$ cat src/rtl/if_prefetch_unit.sv
// rtl/if_prefetch_unit.sv - instruction fetch front end with prefetch FIFO and redirect flush
// Optional feature macro: IF_ALIGN_CHECK_EN (aligns redirect targets and flags misalignment)
module if_prefetch_unit #(
   parameter int          DEPTH    = 4,
   parameter logic [31:0] RESET_PC = 32'h0000_0000
) (
   input  logic        clk,
   input  logic        rst,
   input  logic        stall,
   input  logic        redirect,
   input  logic [31:0] redirect_addr,
   output logic        imem_req,
   output logic [31:0] imem_addr,
   input  logic        imem_gnt,
   input  logic        imem_rvalid,
   input  logic [31:0] imem_rdata,
   output logic [31:0] Instruction_IF,
   output logic [31:0] PC_Addr_IF,
   output logic        inst_valid,
   output logic        fetch_misalign
);

   localparam int AW = $clog2(DEPTH);
   localparam int CW = AW + 1;

   logic [31:0]   pc_q, pc_d;
   logic [CW-1:0] out_q, out_d;
   logic [CW-1:0] cnt_q, cnt_d;
   logic [CW-1:0] drop_q, drop_d;
   logic [AW-1:0] aq_wr_q, aq_wr_d, aq_rd_q, aq_rd_d;
   logic [AW-1:0] f_wr_q, f_wr_d, f_rd_q, f_rd_d;
   logic [31:0]   instr_q, instr_d;
   logic [31:0]   pca_q, pca_d;

   logic [31:0]   aq_mem [DEPTH];
   logic [31:0]   fd_mem [DEPTH];
   logic [31:0]   fa_mem [DEPTH];

   logic [CW:0]   occ;
   logic [CW-1:0] remain;
   logic [31:0]   rsp_addr;
   logic [31:0]   redir_pc;
   logic          grant, resp, drop_now, push, pop;

   // Outstanding requests plus buffered words share DEPTH, so the FIFO cannot overflow.
   assign occ      = {1'b0, out_q} + {1'b0, cnt_q};
   assign imem_req = rst && !redirect && (occ < (CW+1)'(DEPTH));
   assign grant    = imem_req && imem_gnt;
   assign resp     = imem_rvalid;
   assign rsp_addr = aq_mem[aq_rd_q];
   assign drop_now = resp && (drop_q != '0);
   assign push     = resp && !drop_now && !redirect;
   assign pop      = inst_valid && !stall && !redirect;

   assign imem_addr      = pc_q;
   assign inst_valid     = (cnt_q != '0);
   assign Instruction_IF = instr_q;
   assign PC_Addr_IF     = pca_q;

`ifdef IF_ALIGN_CHECK_EN
   logic mis_q, mis_d;
   assign redir_pc       = {redirect_addr[31:2], 2'b00};
   assign mis_d          = mis_q | (redirect && (redirect_addr[1:0] != 2'b00));
   assign fetch_misalign = mis_q;

   always_ff @(posedge clk or negedge rst) begin
      if (!rst) mis_q <= 1'b0;
      else      mis_q <= mis_d;
   end
`else
   assign redir_pc       = redirect_addr;
   assign fetch_misalign = 1'b0;
`endif

   always_comb begin
      pc_d    = pc_q;
      out_d   = out_q + CW'(grant) - CW'(resp);
      drop_d  = drop_q;
      cnt_d   = cnt_q + CW'(push) - CW'(pop);
      aq_wr_d = aq_wr_q + AW'(grant);
      aq_rd_d = aq_rd_q + AW'(resp);
      f_wr_d  = f_wr_q + AW'(push);
      f_rd_d  = f_rd_q + AW'(pop);
      remain  = cnt_q - CW'(pop);
      instr_d = instr_q;
      pca_d   = pca_q;

      if (redirect) begin
         // Everything still in flight after this cycle's response belongs to the old path.
         pc_d   = redir_pc;
         drop_d = out_q - CW'(resp);
         cnt_d  = '0;
         f_wr_d = '0;
         f_rd_d = '0;
      end else begin
         if (grant)    pc_d   = pc_q + 32'd4;
         if (drop_now) drop_d = drop_q - CW'(1);
         if (remain != '0) begin
            instr_d = fd_mem[f_rd_d];
            pca_d   = fa_mem[f_rd_d];
         end else if (push) begin
            instr_d = imem_rdata;
            pca_d   = rsp_addr;
         end
      end
   end

   always_ff @(posedge clk or negedge rst) begin
      if (!rst) begin
         pc_q    <= RESET_PC;
         out_q   <= '0;
         cnt_q   <= '0;
         drop_q  <= '0;
         aq_wr_q <= '0;
         aq_rd_q <= '0;
         f_wr_q  <= '0;
         f_rd_q  <= '0;
         instr_q <= '0;
         pca_q   <= '0;
      end else begin
         pc_q    <= pc_d;
         out_q   <= out_d;
         cnt_q   <= cnt_d;
         drop_q  <= drop_d;
         aq_wr_q <= aq_wr_d;
         aq_rd_q <= aq_rd_d;
         f_wr_q  <= f_wr_d;
         f_rd_q  <= f_rd_d;
         instr_q <= instr_d;
         pca_q   <= pca_d;
      end
   end

   always_ff @(posedge clk) begin
      if (grant) aq_mem[aq_wr_q] <= pc_q;
      if (push) begin
         fd_mem[f_wr_q] <= imem_rdata;
         fa_mem[f_wr_q] <= rsp_addr;
      end
   end

   always_ff @(posedge clk) begin
      if (rst && push && !pop) assert (cnt_q < CW'(DEPTH));
      if (rst && grant && !resp) assert (out_q < CW'(DEPTH));
   end

endmodule

$ cat config.mk
export PLATFORM = sky130hd
export DESIGN_NAME = if_prefetch_unit
export DESIGN_NICKNAME = d
export VERILOG_FILES = /design/src/rtl/if_prefetch_unit.sv
export SDC_FILE = /design/constraint.sdc
export NUM_CORES = 1
export LEC_CHECK = 0
export ABC_CLOCK_PERIOD_IN_PS = 10990
export CORE_ASPECT_RATIO = 0.8
export CORE_MARGIN = 2
export CORE_UTILIZATION = 50
export CTS_CLUSTER_SIZE = 16
export DETAILED_ROUTE_END_ITERATION = 16
export GPL_TIMING_DRIVEN = 0
export PLACE_DENSITY = 0.71
export SLEW_MARGIN = 20
export SYNTH_ARGS = -nofsm -noshare
export SYNTH_HDL_FRONTEND = slang
export SYNTH_SLANG_ARGS = --single-unit
$ cat constraint.sdc
create_clock -name clk -period 10.99 [get_ports clk]
set_input_delay 2.198 -clock clk [delete_from_list [all_inputs] [get_ports clk]]
set_output_delay 2.198 -clock clk [all_outputs]
set_load 0.01 [all_outputs]
-- Yosys cells after proc, flatten, opt, wreduce, memory -nomap -nowiden
Memories as Yosys holds them, arrays and structs flattened.
Index checks and enable logic that the tools add are counted.
- add/subtract/negate cells: 13
- $lt $le $gt $ge: 1
- mux-type cells: 15
- reduce and logical (&&, ||, !) cells: 18
- bitwise operators: 1
- operator list (cell ; count):
    $mux W32 ; 6
    $add A32 B3 Y32 const B ; 1
    $sub A3 B1 Y3 ; 4
    $mux W3 ; 3
    $reduce_bool A3 Y1 ; 3
    $add A2 B1 Y2 ; 4
    $logic_and A1 B1 Y1 ; 8
    $add A3 B1 Y3 ; 2
    $reduce_bool A2 Y1 ; 3
    $add A3 B3 Y4 ; 1
    $lt A4 B3 Y1 const B ; 1
    $mux W1 ; 4
    $mux W2 ; 2
    $logic_not A1 Y1 ; 3
    $sub A3 B1 Y3 const B ; 1
    $reduce_and A2 Y1 ; 1
    $not A1 Y1 ; 1
- bits in registers: 113
- memories: 3
- memory bits (writable): 384
- output and inout bits: 99
- memory list (name ; words ; width ; read ports ; clocked after Yosys merged registers in ; write ports ; line ; RTL):
    aq_mem ; 4 ; 32 ; 1 ; 0 ; 1 ; 35 ; logic [31:0] aq_mem [DEPTH];
    fa_mem ; 4 ; 32 ; 1 ; 0 ; 1 ; 37 ; logic [31:0] fa_mem [DEPTH];
    fd_mem ; 4 ; 32 ; 1 ; 0 ; 1 ; 36 ; logic [31:0] fd_mem [DEPTH];

-- Depth between registers and ports, before layout
Gate-level depths: netlist of the first run.
- word-level depth: 8
- mapped depth: 12
- depth with buffers taken out: 11

-- Least setup slack after synthesis of the first run
No wires, ideal clock.
- path type: input -> register
- from: in redirect
- to: mem fa_mem[1][0], enable pin
- cell stages on the path: 3
- required time: 10412 ps
- path buffers: 0
- slack: 3211 ps
- arrival: 7201 ps
- path through: clkinv_1 > nand3_1 > nor3b_1
- word-level cells in the longest chain between the ends: 4
- ends and longest elaborated chain (what ; line ; RTL):
    start, declared ; 10 ; input logic redirect,
    $logic_not A1 Y1 ; 52 ; assign push = resp && !drop_now && !redirect;
    $logic_and A1 B1 Y1 ; 52 ;
    $mux W1 ; 136 ; if (push) begin
    $mux W1 (implied by the code) ; 138 ; fa_mem[f_wr_q] <= rsp_addr;
    end, declared ; 37 ;
No other way between the ends.

-- Final worst setup path of the first run
- from: in redirect
- to: out imem_req
- word-level cells in the longest chain between the ends: 3
- ends and longest elaborated chain (what ; line ; RTL):
    $logic_not A1 Y1 ; 47 ; assign imem_req = rst && !redirect && (occ < (CW+1)'(DEPTH));
    $logic_and A1 B1 Y1 (2 in a row) ; 47 ;
    end, declared ; 12 ; output logic imem_req,
No other way between the ends.

==> impl_metrics.py, run 1 <==
metrics = {
    "setup_path": {
        "cpMostUsedCell": "sky130_fd_sc_hd__clkdlybuf4s50_1",
        "cp_cell_sequence": "clkdlybuf4s50_1 > nor4_1 > and3_1 > clkdlybuf4s50_1",
        "crit_path_end_kind": "output pin",
        "cell_with_the_largest_stage_delay_on_the_worst_path": "sky130_fd_sc_hd__clkdlybuf4s50_1",
        "worst-r2r-setup-slack_ps": 7630,
        "crit_fanout": 5,
        "crit_arrival_ps": 4120,
        "timing.critical_path.from_type": "input port",
        "critical_path.max_stage_delay_ps": 600,
        "kind_of_critical_path": "input port to output pin",
        "cp_data_required_time_ps": 8790,
    },
    "die": {
        "dieArea_um2": 40500,
        "floorplan.rows": 64,
        "fp.dieW_um": 224,
        "io_pins": 169,
        "core_area_um2": 38300,
        "die_h_um": 180,
        "floorplan.initialDensity_pct": 50.8,
    },
    "place": {
        "place.detailed.hpwl_um": 29300,
        "gp_congestion": 0.855,
        "port_buffers": 167,
        "placement.cell_area_um2": 22200,
    },
    "logic_synthesis": {
        "async_flop_share_pct": 22.7,
        "synthesis_warning_total": 0,
        "yosys.cell_types.count": 51,
        "ys_top_cells_by_area": "sky130_fd_sc_hd__edfxtp_1 (59%), sky130_fd_sc_hd__dfrtp_1 (15%), sky130_fd_sc_hd__mux4_2 (11%)",
        "synthDominantCellAreaShare_pct": 59.3,
        "syn_area_cell_um2": 17.3,
        "cell_taking_the_most_area_after_synthesis": "sky130_fd_sc_hd__edfxtp_1",
        "syn-cell-area_um2": 19400,
        "postSynthCellCount": 1121,
        "synth_ff_type": "sky130_fd_sc_hd__edfxtp_1",
        "syn_nets": 1209,
        "synth-seq-cells": 497,
        "yosysSeqAreaShare_pct": 73.9,
        "number_of_enable_type_register_cells_in_the_synthesized_netlist": 384,
    },
    "flow_run": {
        "cap_violations": 0,
    },
    "sta": {
        "worst-slew-pin-transition_ps": 792,
        "report.final.setup_viol": 0,
        "finalMaxSlewViolations": 0,
        "hold_violations": 0,
        "timing.final.crit_period_ps": 6320,
        "timing.max_slew.rel_slack_pct": 47.2,
        "layout_worst_path_cycle_share_pct": 57.5,
        "timing.clock.skew_ps": 18.6,
        "timing.fmax_ghz": 0.158,
        "grt_setup_unrepaired": "false",
        "hold_ws_ps": 514,
    },
    "hold_path": {
        "min-delay-path-class": "register to register",
    },
    "route": {
        "detail-route-antenna-nets": 0,
        "initialDrtViolationCount": 1027,
        "postRouteWirelength_um": 43700,
        "dr_total_vias": 11000,
        "drtPass1Iterations": 5,
        "route.detailed.drc": 0,
        "drt-wirelength-per-cell_um": 23.0,
        "viasPerCell": 5.81,
    },
    "power_and_ir_drop": {
        "share_clk_of_total_power_pct": 26.6,
        "leakage_nw": 8.13,
        "power.share.switching_pct": 31.2,
        "max-vdd-ir-drop_mv": 0.127,
        "cellPowerDensity_nw_per_um2": 245,
        "intPower_mw": 3.99,
        "p_sw_mw": 1.81,
        "share_comb_of_total_power_pct": 30.4,
        "total_power_mw": 5.80,
        "seq_power_share_pct": 43.0,
    },
    "clock_tree": {
        "cts_root_buffer": "sky130_fd_sc_hd__clkbuf_16",
        "cts_tree": "yes",
        "worst_setup_hold_path_clk_slew_ps": 60,
        "cts_buffer_depth": 3,
        "post_cts_repair_resize_count": 0,
        "clock_insertion_delay_worst_skew_ps": 560,
        "cts_buffers": 47,
        "postCtsHoldBufs": 0,
        "number_of_sinks_driven_by_the_clock_tree": 497,
        "ctsHtreeMaxLevel": 2,
        "postCtsSetupRepairBufs": 0,
    },
    "final_layout": {
        "nets": 1455,
        "drive_above_1_share_pct": 16.8,
        "layout.cells.most_common": "sky130_fd_sc_hd__edfxtp_1",
        "filler_cell_count": 2769,
        "post-route-cell-area_um2": 23600,
        "mostFrequentLayoutCells": "sky130_fd_sc_hd__edfxtp_1 (384), sky130_fd_sc_hd__clkdlybuf4s50_1 (166), sky130_fd_sc_hd__dfrtp_1 (113), sky130_fd_sc_hd__nor2_1 (107), sky130_fd_sc_hd__mux4_2 (96)",
        "area_growth_pct": 21.5,
    },
    "global_route": {
        "initial_antenna_violation_count": 2,
        "grt_remaining_overflow": 0,
        "vias_in_the_first_global_route": 11300,
        "grt_max_degree": 79,
        "first_pass_grt_wire_length_um": 68100,
        "globalRouteTotalUtil_pct": 22.1,
    },
    "status": {
        "status": "finished clean",
    },
}
-- per-layer routing --
layer  up-vias  global-route usage (%)  wire length (um)
met3        59                    4.32              3200
met2       415                    33.6             20300
met4         0                    5.11               747
met1      5677                    33.5             19500
li1       4884                       -                 -
met5         -                       0                 0
-- stage by stage --
step	TNS [ps]	setup WS, ps	instances	util [%]
after floorplan	0	3210	1121	-
after global placement	-307270	-2420	1783	56.8
after detailed placement	0	4500	1813	57.9
after CTS	0	4710	1898	61.7
after global routing	0	4630	1898	61.7
final	0	4670	1900	61.7
-- power groups by stage --
stage / registers [mW] / clock network, mW / logic (mW)
floorplan: 2.54 / 0 / 0.998
global placement: 2.52 / 0 / 1.73
detailed placement: 2.53 / 0 / 1.77
CTS: 2.49 / 1.57 / 1.78
global route: 2.52 / 1.64 / 1.92
finish: 2.49 / 1.54 / 1.76
-- sequential cells by signal, summed over array words and instances (netlist names) --
signal / cells
aq_mem: 128
fa_mem: 128
fd_mem: 128
Instruction_IF: 32
PC_Addr_IF: 32
imem_addr: 32
cnt_q: 3
drop_q: 3
out_q: 3
aq_rd_q: 2
aq_wr_q: 2
f_rd_q: 2
f_wr_q: 2
-- synth_stat cells (all sizes together) (6+ instances only) --
| cell | instances |
|---|---|
| nor2 | 110 |
| ha | 16 |
| o211ai | 9 |
| a21oi | 71 |
| clkbuf | 33 |
| o22ai | 30 |
| edfxtp | 384 |
| o311ai | 10 |
| nor2b | 6 |
| a221o | 10 |
| and3 | 10 |
| nand2 | 70 |
| nor3 | 10 |
| nand4 | 13 |
| mux2i | 6 |
| inv | 16 |
| dfrtp | 113 |
| nand3 | 17 |
| mux4 | 96 |
| o21ai | 15 |
| xnor2 | 7 |
| buf | 27 |
-- area by class of cell --
class	instances	area [um^2]	area share (%)
sequential	497	14400	60.8
antenna	2	5.00	0.0212
multi-input combinational	547	4790	20.3
tap	495	619	2.62
clock inverter	11	85.1	0.360
inverter	17	63.8	0.270
timing repair buffer	197	2060	8.73
buffer	60	272	1.15
clock buffer	74	1370	5.79
-- cells by family (layout without fill, tap and decap cells) --
| logic type | after synthesis | in the layout | share of synthesized area, % |
|---|---|---|---|
| buffers and inverters | 77 | 359 | 1.72 |
| multiplexers | 105 | 105 | 11.6 |
| adder cells (fa/ha/maj) | 18 | 18 | 1.24 |
| AO/OA/AOI/OAI | 157 | 157 | 4.99 |
| flip-flops | 497 | 497 | 73.9 |
| other | 1 | 3 | 0.0193 |
| XOR/XNOR | 12 | 12 | 0.541 |
| AND/OR/NAND/NOR | 254 | 254 | 6.02 |
-- path summary, 6_finish.rpt --
path / startpoint / end / depth (start not counted)
worst max-delay path: redirect / imem_req / 4
worst min-delay path: Instruction_IF[27] / Instruction_IF[27] / 1
worst max register to register: cnt_q[1] / Instruction_IF[23] / 9
worst min register to register: Instruction_IF[27] / Instruction_IF[27] / 1
max in group asynchronous: rst / Instruction_IF[16] / 2
min in group asynchronous: rst / imem_addr[24] / 1
-- critical path: cells and delay by family --
kind,cells,cell delay (ps)
buffers and inverters,2,1160
and+or+nand+nor,2,760
Note: power is estimated with default switching activity, not from simulation.
==> run 2, diff against run 1 <==
- ABC_CLOCK_PERIOD_IN_PS: 10990 -> 5300
- PLACE_DENSITY: 0.71 -> 0.73
- clock period: 10.99 -> 5.3 ns (I/O delays scaled with it)
==> run 2 against run 1 <==
Compared with the run above: non-clock buffer count fell by 7; worst setup slack worse by 4100 ps; via count increased by 2.2%; first-iteration DRC count rose by 5.9%; worst hold slack worse by 150 ps; combinational power grew 110%; count of clock-buffer cells in the layout is 13 lower; core utilization down 0.059 points; design area is essentially flat; global-route usage shrank 0.066 points; die area did not move; final cell count down 0.37%.
==> impl_metrics.py, run 2 (synthesized netlist as in run 1, its figures left out) <==
metrics = {
    "clock_tree": {
        "postCtsHoldBufs": 0,
        "worst_setup_hold_path_clk_slew_ps": 60,
        "cts_buffer_depth": 3,
        "number_of_sinks_driven_by_the_clock_tree": 497,
        "cts_root_buffer": "sky130_fd_sc_hd__clkbuf_16",
        "post_cts_repair_resize_count": 0,
        "cts_tree": "yes",
        "ctsHtreeMaxLevel": 2,
        "postCtsSetupRepairBufs": 0,
        "cts_buffers": 46,
        "clock_insertion_delay_worst_skew_ps": 570,
    },
    "route": {
        "postRouteWirelength_um": 44000,
        "drtPass1Iterations": 5,
        "dr_total_vias": 11300,
        "route.detailed.drc": 0,
        "detail-route-antenna-nets": 0,
        "drt-wirelength-per-cell_um": 23.2,
        "viasPerCell": 5.96,
        "initialDrtViolationCount": 1088,
    },
    "setup_path": {
        "crit_arrival_ps": 5230,
        "worst-r2r-setup-slack_ps": 1600,
        "timing.critical_path.from_type": "input port",
        "startpoint_of_the_worst_slack_reg_to_reg_timing_path": "cnt_q[2]",
        "kind_of_critical_path": "input port to register",
        "ff2ff_path_depth": 9,
        "crit_fanout": 10,
        "cp-startpoint": "redirect",
        "cp_data_required_time_ps": 5750,
        "crit_path_end_kind": "register",
        "critical_path.reg2reg.endpoint": "aq_mem[0][26]",
    },
    "die": {
        "die_h_um": 180,
        "fp.dieW_um": 224,
        "floorplan.rows": 64,
        "floorplan.initialDensity_pct": 50.8,
        "dieArea_um2": 40500,
        "core_area_um2": 38300,
        "io_pins": 169,
    },
    "final_layout": {
        "nets": 1447,
        "biggestRegsByFlops": "aq_mem (128), fa_mem (128), fd_mem (128)",
        "drive_above_1_share_pct": 16.3,
        "area_growth_pct": 21.4,
        "layout.cells.most_common": "sky130_fd_sc_hd__edfxtp_1",
        "mostFrequentLayoutCells": "sky130_fd_sc_hd__edfxtp_1 (384), sky130_fd_sc_hd__clkdlybuf4s50_1 (166), sky130_fd_sc_hd__dfrtp_1 (113), sky130_fd_sc_hd__nor2_1 (107), sky130_fd_sc_hd__mux4_2 (96)",
    },
    "global_route": {
        "initial_antenna_violation_count": 2,
        "vias_in_the_first_global_route": 11300,
        "globalRouteTotalUtil_pct": 22.0,
        "grt_remaining_overflow": 0,
        "grt_max_degree": 83,
        "first_pass_grt_wire_length_um": 67800,
    },
    "place": {
        "port_buffers": 167,
        "pre_cts_ws_ps": 72.2,
        "place.detailed.hpwl_um": 28900,
        "gp_congestion": 0.898,
    },
    "flow_run": {
        "cap_violations": 0,
    },
    "sta": {
        "hold_violations": 0,
        "timing.fmax_ghz": 0.210,
        "layout_worst_path_cycle_share_pct": 90.0,
        "hold_ws_ps": 362,
        "finalMaxSlewViolations": 0,
        "worst-slew-pin-transition_ps": 762,
        "grt_setup_unrepaired": "false",
        "timing.clock.skew_ps": 26.5,
        "timing.max_slew.rel_slack_pct": 49.2,
        "postLayoutSetupSlackWorst_ps": 529,
        "report.final.setup_viol": 0,
        "timing.final.crit_period_ps": 4770,
    },
    "power_and_ir_drop": {
        "cellPowerDensity_nw_per_um2": 506,
        "leakage_nw": 8.08,
        "max-vdd-ir-drop_mv": 0.282,
        "total_power_mw": 11.9,
    },
    "hold_path": {
        "min-delay-path-class": "input port to async pin",
    },
    "status": {
        "status": "finished clean",
    },
}
run 2: layer usage:
metal	wire length [um]	share of wire (%)	global-route usage (%)	vias up
li1	-	-	-	4878
met1	19300	44	32.9	5811
met2	20300	46	33.6	519
met3	3510	8.0	4.45	73
met4	854	1.9	5.93	0
met5	0	0	0	-
run 2: report_power, final:
part | switching, mW | total (mW) | leakage, nW | internal (mW)
logic | 2.05 | 3.67 | 2.63 | 1.62
clock network | 1.41 | 3.12 | 0.686 | 1.71
registers | 0.325 | 5.16 | 4.77 | 4.83
total | 3.78 | 11.9 | 8.08 | 8.16
run 2: worst max path at each step:
stage | to | cells after the start
after floorplan | fa_mem[2][0] | 5
after global placement | aq_mem[0][26] | 5
after detailed placement | Instruction_IF[6] | 11
after CTS | Instruction_IF[18] | 11
after global routing | Instruction_IF[6] | 11
final | Instruction_IF[6] | 11
run 2: area by class of cell:
type                       instances  area (um^2)
antenna                            2         5.00
inverter                          17         63.8
clock buffer                      61         1250
clock inverter                    24          161
tap                              495          619
buffer                            60          272
timing repair buffer             190         2070
fill                            2720        14700
multi-input combinational        547         4800
sequential                       497        14400
run 2: through the flow:
step,util (%),area (um^2),std cells,TNS [ps]
2_1_floorplan,-,19500,1121,0
3_3_place_gp,56.8,21700,1783,-1461610
3_5_place_dp,58.0,22200,1806,0
4_1_cts,61.6,23600,1891,0
5_1_grt,61.6,23600,1891,0
6_report,61.7,23600,1893,0
run 2: critical path, stage by stage:
cell and delay [ps]:
sky130_fd_sc_hd__clkdlybuf4s50_1 710, sky130_fd_sc_hd__clkbuf_1 450, sky130_fd_sc_hd__clkbuf_1 620, sky130_fd_sc_hd__nor3b_1 230, sky130_fd_sc_hd__ha_1 340, sky130_fd_sc_hd__nand2b_1 80
sky130_fd_sc_hd__o21ai_1 520, sky130_fd_sc_hd__nand2_1 500, sky130_fd_sc_hd__clkbuf_1 390, sky130_fd_sc_hd__o22ai_1 250, sky130_fd_sc_hd__nor2_1 60
==> run 3, diff against run 2 <==
- ABC_CLOCK_PERIOD_IN_PS: 5300 -> 5770
- PLACE_DENSITY: 0.73 -> 0.71
- clock period: 5.3 -> 5.77 ns (I/O delays scaled with it)
==> run 3 against run 2 <==
Compared with the run above: largest cell class unchanged; combinational power shrank 8.2%; final cell count rose by 0.11%; sequential cell count stayed put; routed wire length rose by 0.68%; worst setup slack improved by 220 ps; register-to-register slack better by 810 ps; clock power down 3%; sequential share of layout area decreased by 0.16 points.
==> impl_metrics.py, run 3 (synthesized netlist as in run 1, its figures left out) <==
metrics = {
    "final_layout": {
        "multi_input_area_um2": 4800,
        "register_area_um2": 14400,
        "nets": 1449,
        "mostFrequentLayoutCells": "sky130_fd_sc_hd__edfxtp_1 (384), sky130_fd_sc_hd__clkdlybuf4s50_1 (166), sky130_fd_sc_hd__dfrtp_1 (113), sky130_fd_sc_hd__nor2_1 (107), sky130_fd_sc_hd__mux4_2 (96)",
        "layout.cells.most_common": "sky130_fd_sc_hd__edfxtp_1",
        "biggestRegsByFlops": "aq_mem (128), fa_mem (128), fd_mem (128)",
        "area_growth_pct": 21.7,
        "filler_cell_count": 2753,
        "drive_above_1_share_pct": 16.5,
    },
    "clock_tree": {
        "postCtsSetupRepairBufs": 0,
        "clock_insertion_delay_worst_skew_ps": 570,
        "cts_tree": "yes",
        "number_of_sinks_driven_by_the_clock_tree": 497,
        "cts_buffer_depth": 3,
        "ctsHtreeMaxLevel": 2,
        "cts_buffers": 48,
        "cts_root_buffer": "sky130_fd_sc_hd__clkbuf_16",
        "worst_setup_hold_path_clk_slew_ps": 60,
        "postCtsHoldBufs": 0,
        "post_cts_repair_resize_count": 0,
    },
    "die": {
        "io_pins": 169,
        "floorplan.rows": 64,
        "die_h_um": 180,
        "floorplan.initialDensity_pct": 50.8,
        "dieArea_um2": 40500,
        "core_area_um2": 38300,
        "fp.dieW_um": 224,
    },
    "setup_path": {
        "crit_fanout": 10,
        "cp.buffers_inverters": 4,
        "critical_path.max_stage_delay_ps": 690,
        "critical_path.top_delay_family": "buffers and inverters",
        "cpMostUsedCell": "sky130_fd_sc_hd__clkbuf_1",
        "crit_arrival_ps": 5480,
        "cp_cell_sequence": "clkdlybuf4s50_1 > clkbuf_1 > clkbuf_1 > nor3b_1 > ha_1 > nand2b_1 > o21ai_1 > nand2_1 > clkbuf_1 > o22ai_1 > nor2_1",
        "kind_of_critical_path": "input port to register",
        "crit_path_end_kind": "register",
        "ff2ff_path_depth": 12,
        "cell_with_the_largest_stage_delay_on_the_worst_path": "sky130_fd_sc_hd__clkdlybuf4s50_1",
        "cp_data_required_time_ps": 6220,
        "timing.critical_path.from_type": "input port",
        "crit_cells": 11,
    },
    "global_route": {
        "initial_antenna_violation_count": 1,
        "grt_remaining_overflow": 0,
        "globalRouteTotalUtil_pct": 22.2,
        "vias_in_the_first_global_route": 11300,
        "grt_max_degree": 90,
        "first_pass_grt_wire_length_um": 68500,
    },
    "sta": {
        "finalMaxSlewViolations": 0,
        "timing.max_slew.rel_slack_pct": 46.8,
        "hold_violations": 0,
        "timing.fmax_ghz": 0.199,
        "grt_setup_unrepaired": "false",
        "worst-slew-pin-transition_ps": 798,
        "report.final.setup_viol": 0,
        "timing.clock.skew_ps": 18.7,
        "layout_worst_path_cycle_share_pct": 87.0,
        "timing.final.crit_period_ps": 5020,
        "timing.setup.tns_ps": 0,
        "postLayoutSetupSlackWorst_ps": 748,
    },
    "power_and_ir_drop": {
        "leakage_nw": 8.12,
        "max-vdd-ir-drop_mv": 0.229,
        "cellPowerDensity_nw_per_um2": 470,
    },
    "status": {
        "status": "finished clean",
    },
    "route": {
        "viasPerCell": 5.90,
        "drt-wirelength-per-cell_um": 23.4,
        "initialDrtViolationCount": 1037,
        "dr_total_vias": 11200,
        "detail-route-antenna-nets": 0,
        "drtPass1Iterations": 5,
        "postRouteWirelength_um": 44300,
        "route.detailed.drc": 0,
    },
    "place": {
        "port_buffers": 167,
        "pre_cts_ws_ps": 195,
        "gp_congestion": 0.866,
        "place.detailed.hpwl_um": 29300,
    },
    "flow_run": {
        "cap_violations": 0,
    },
    "hold_path": {
        "min-delay-path-class": "input port to async pin",
    },
}
-- run 3: changes by cell type in the layout (fill, tap and decap cells not counted), moves of 2 or more --
cell	previous run	this run
sky130_fd_sc_hd__clkbuf_1	43	50
sky130_fd_sc_hd__clkinv_1	13	6
sky130_fd_sc_hd__clkbuf_16	46	49
sky130_fd_sc_hd__buf_4	7	9
sky130_fd_sc_hd__clkinvlp_4	2	0
sky130_fd_sc_hd__inv_6	0	2
-- run 3: cell type report --
cell class / count / share of cell area [%]
diodes: 1 / 0.0106
plain buffers: 60 / 1.15
clock buffers: 72 / 5.76
clock inverters: 16 / 0.555
inverters: 17 / 0.270
multi-input cells: 547 / 20.3
flip-flops and latches: 497 / 60.7
well taps: 495 / 2.62
repair buffers: 190 / 8.67
-- run 3: worst paths after layout --
path                            slack (ps)                  to        from
worst max-delay path                   750  Instruction_IF[24]    redirect
worst min-delay path                   450       imem_addr[26]         rst
worst max register to register        2410            out_q[2]    cnt_q[2]
worst min register to register         530          aq_rd_q[0]  aq_rd_q[0]
max in group asynchronous             4510  Instruction_IF[19]         rst
min in group clk                       530          aq_rd_q[0]  aq_rd_q[0]
-- run 3: layer usage --
| metal | global-route usage (%) | wire length (um) |
|---|---|---|
| met5 | 0 | 0 |
| met4 | 4.53 | 551 |
| met3 | 4.21 | 3220 |
| met2 | 33.6 | 20500 |
| met1 | 34.2 | 20000 |
-- run 3: worst register-to-register path, stage by stage (launching register included) --
cell,delay [ps]
sky130_fd_sc_hd__dfrtp_1,440
sky130_fd_sc_hd__ha_1,290
sky130_fd_sc_hd__nor4_1,450
sky130_fd_sc_hd__nand4_1,310
sky130_fd_sc_hd__buf_2,290
sky130_fd_sc_hd__buf_2,240
sky130_fd_sc_hd__ha_1,310
sky130_fd_sc_hd__inv_1,60
sky130_fd_sc_hd__ha_1,140
sky130_fd_sc_hd__inv_1,50
sky130_fd_sc_hd__fa_1,380
sky130_fd_sc_hd__xnor2_1,200
sky130_fd_sc_hd__xnor2_1,140
-- run 3: per-stage QoR --
stage / std cells / area, um^2 / utilization, % / total power, mW / hold WS, ps
finish: 1895 / 23700 / 61.8 / 11.1 / 447
floorplan: 1121 / 19500 / - / 6.74 / 464
global route: 1894 / 23700 / 61.8 / 11.7 / 447
global placement: 1783 / 21700 / 56.8 / 8.09 / 476
CTS: 1894 / 23700 / 61.8 / 11.2 / 436
detailed placement: 1806 / 22200 / 57.9 / 8.21 / 509
-- run 3: power breakdown --
group          switching [mW]  internal, mW  total [mW]
Combinational            1.88          1.49        3.37
Sequential              0.298          4.44        4.74
Clock                    1.30          1.72        3.02
Total                    3.47          7.65        11.1
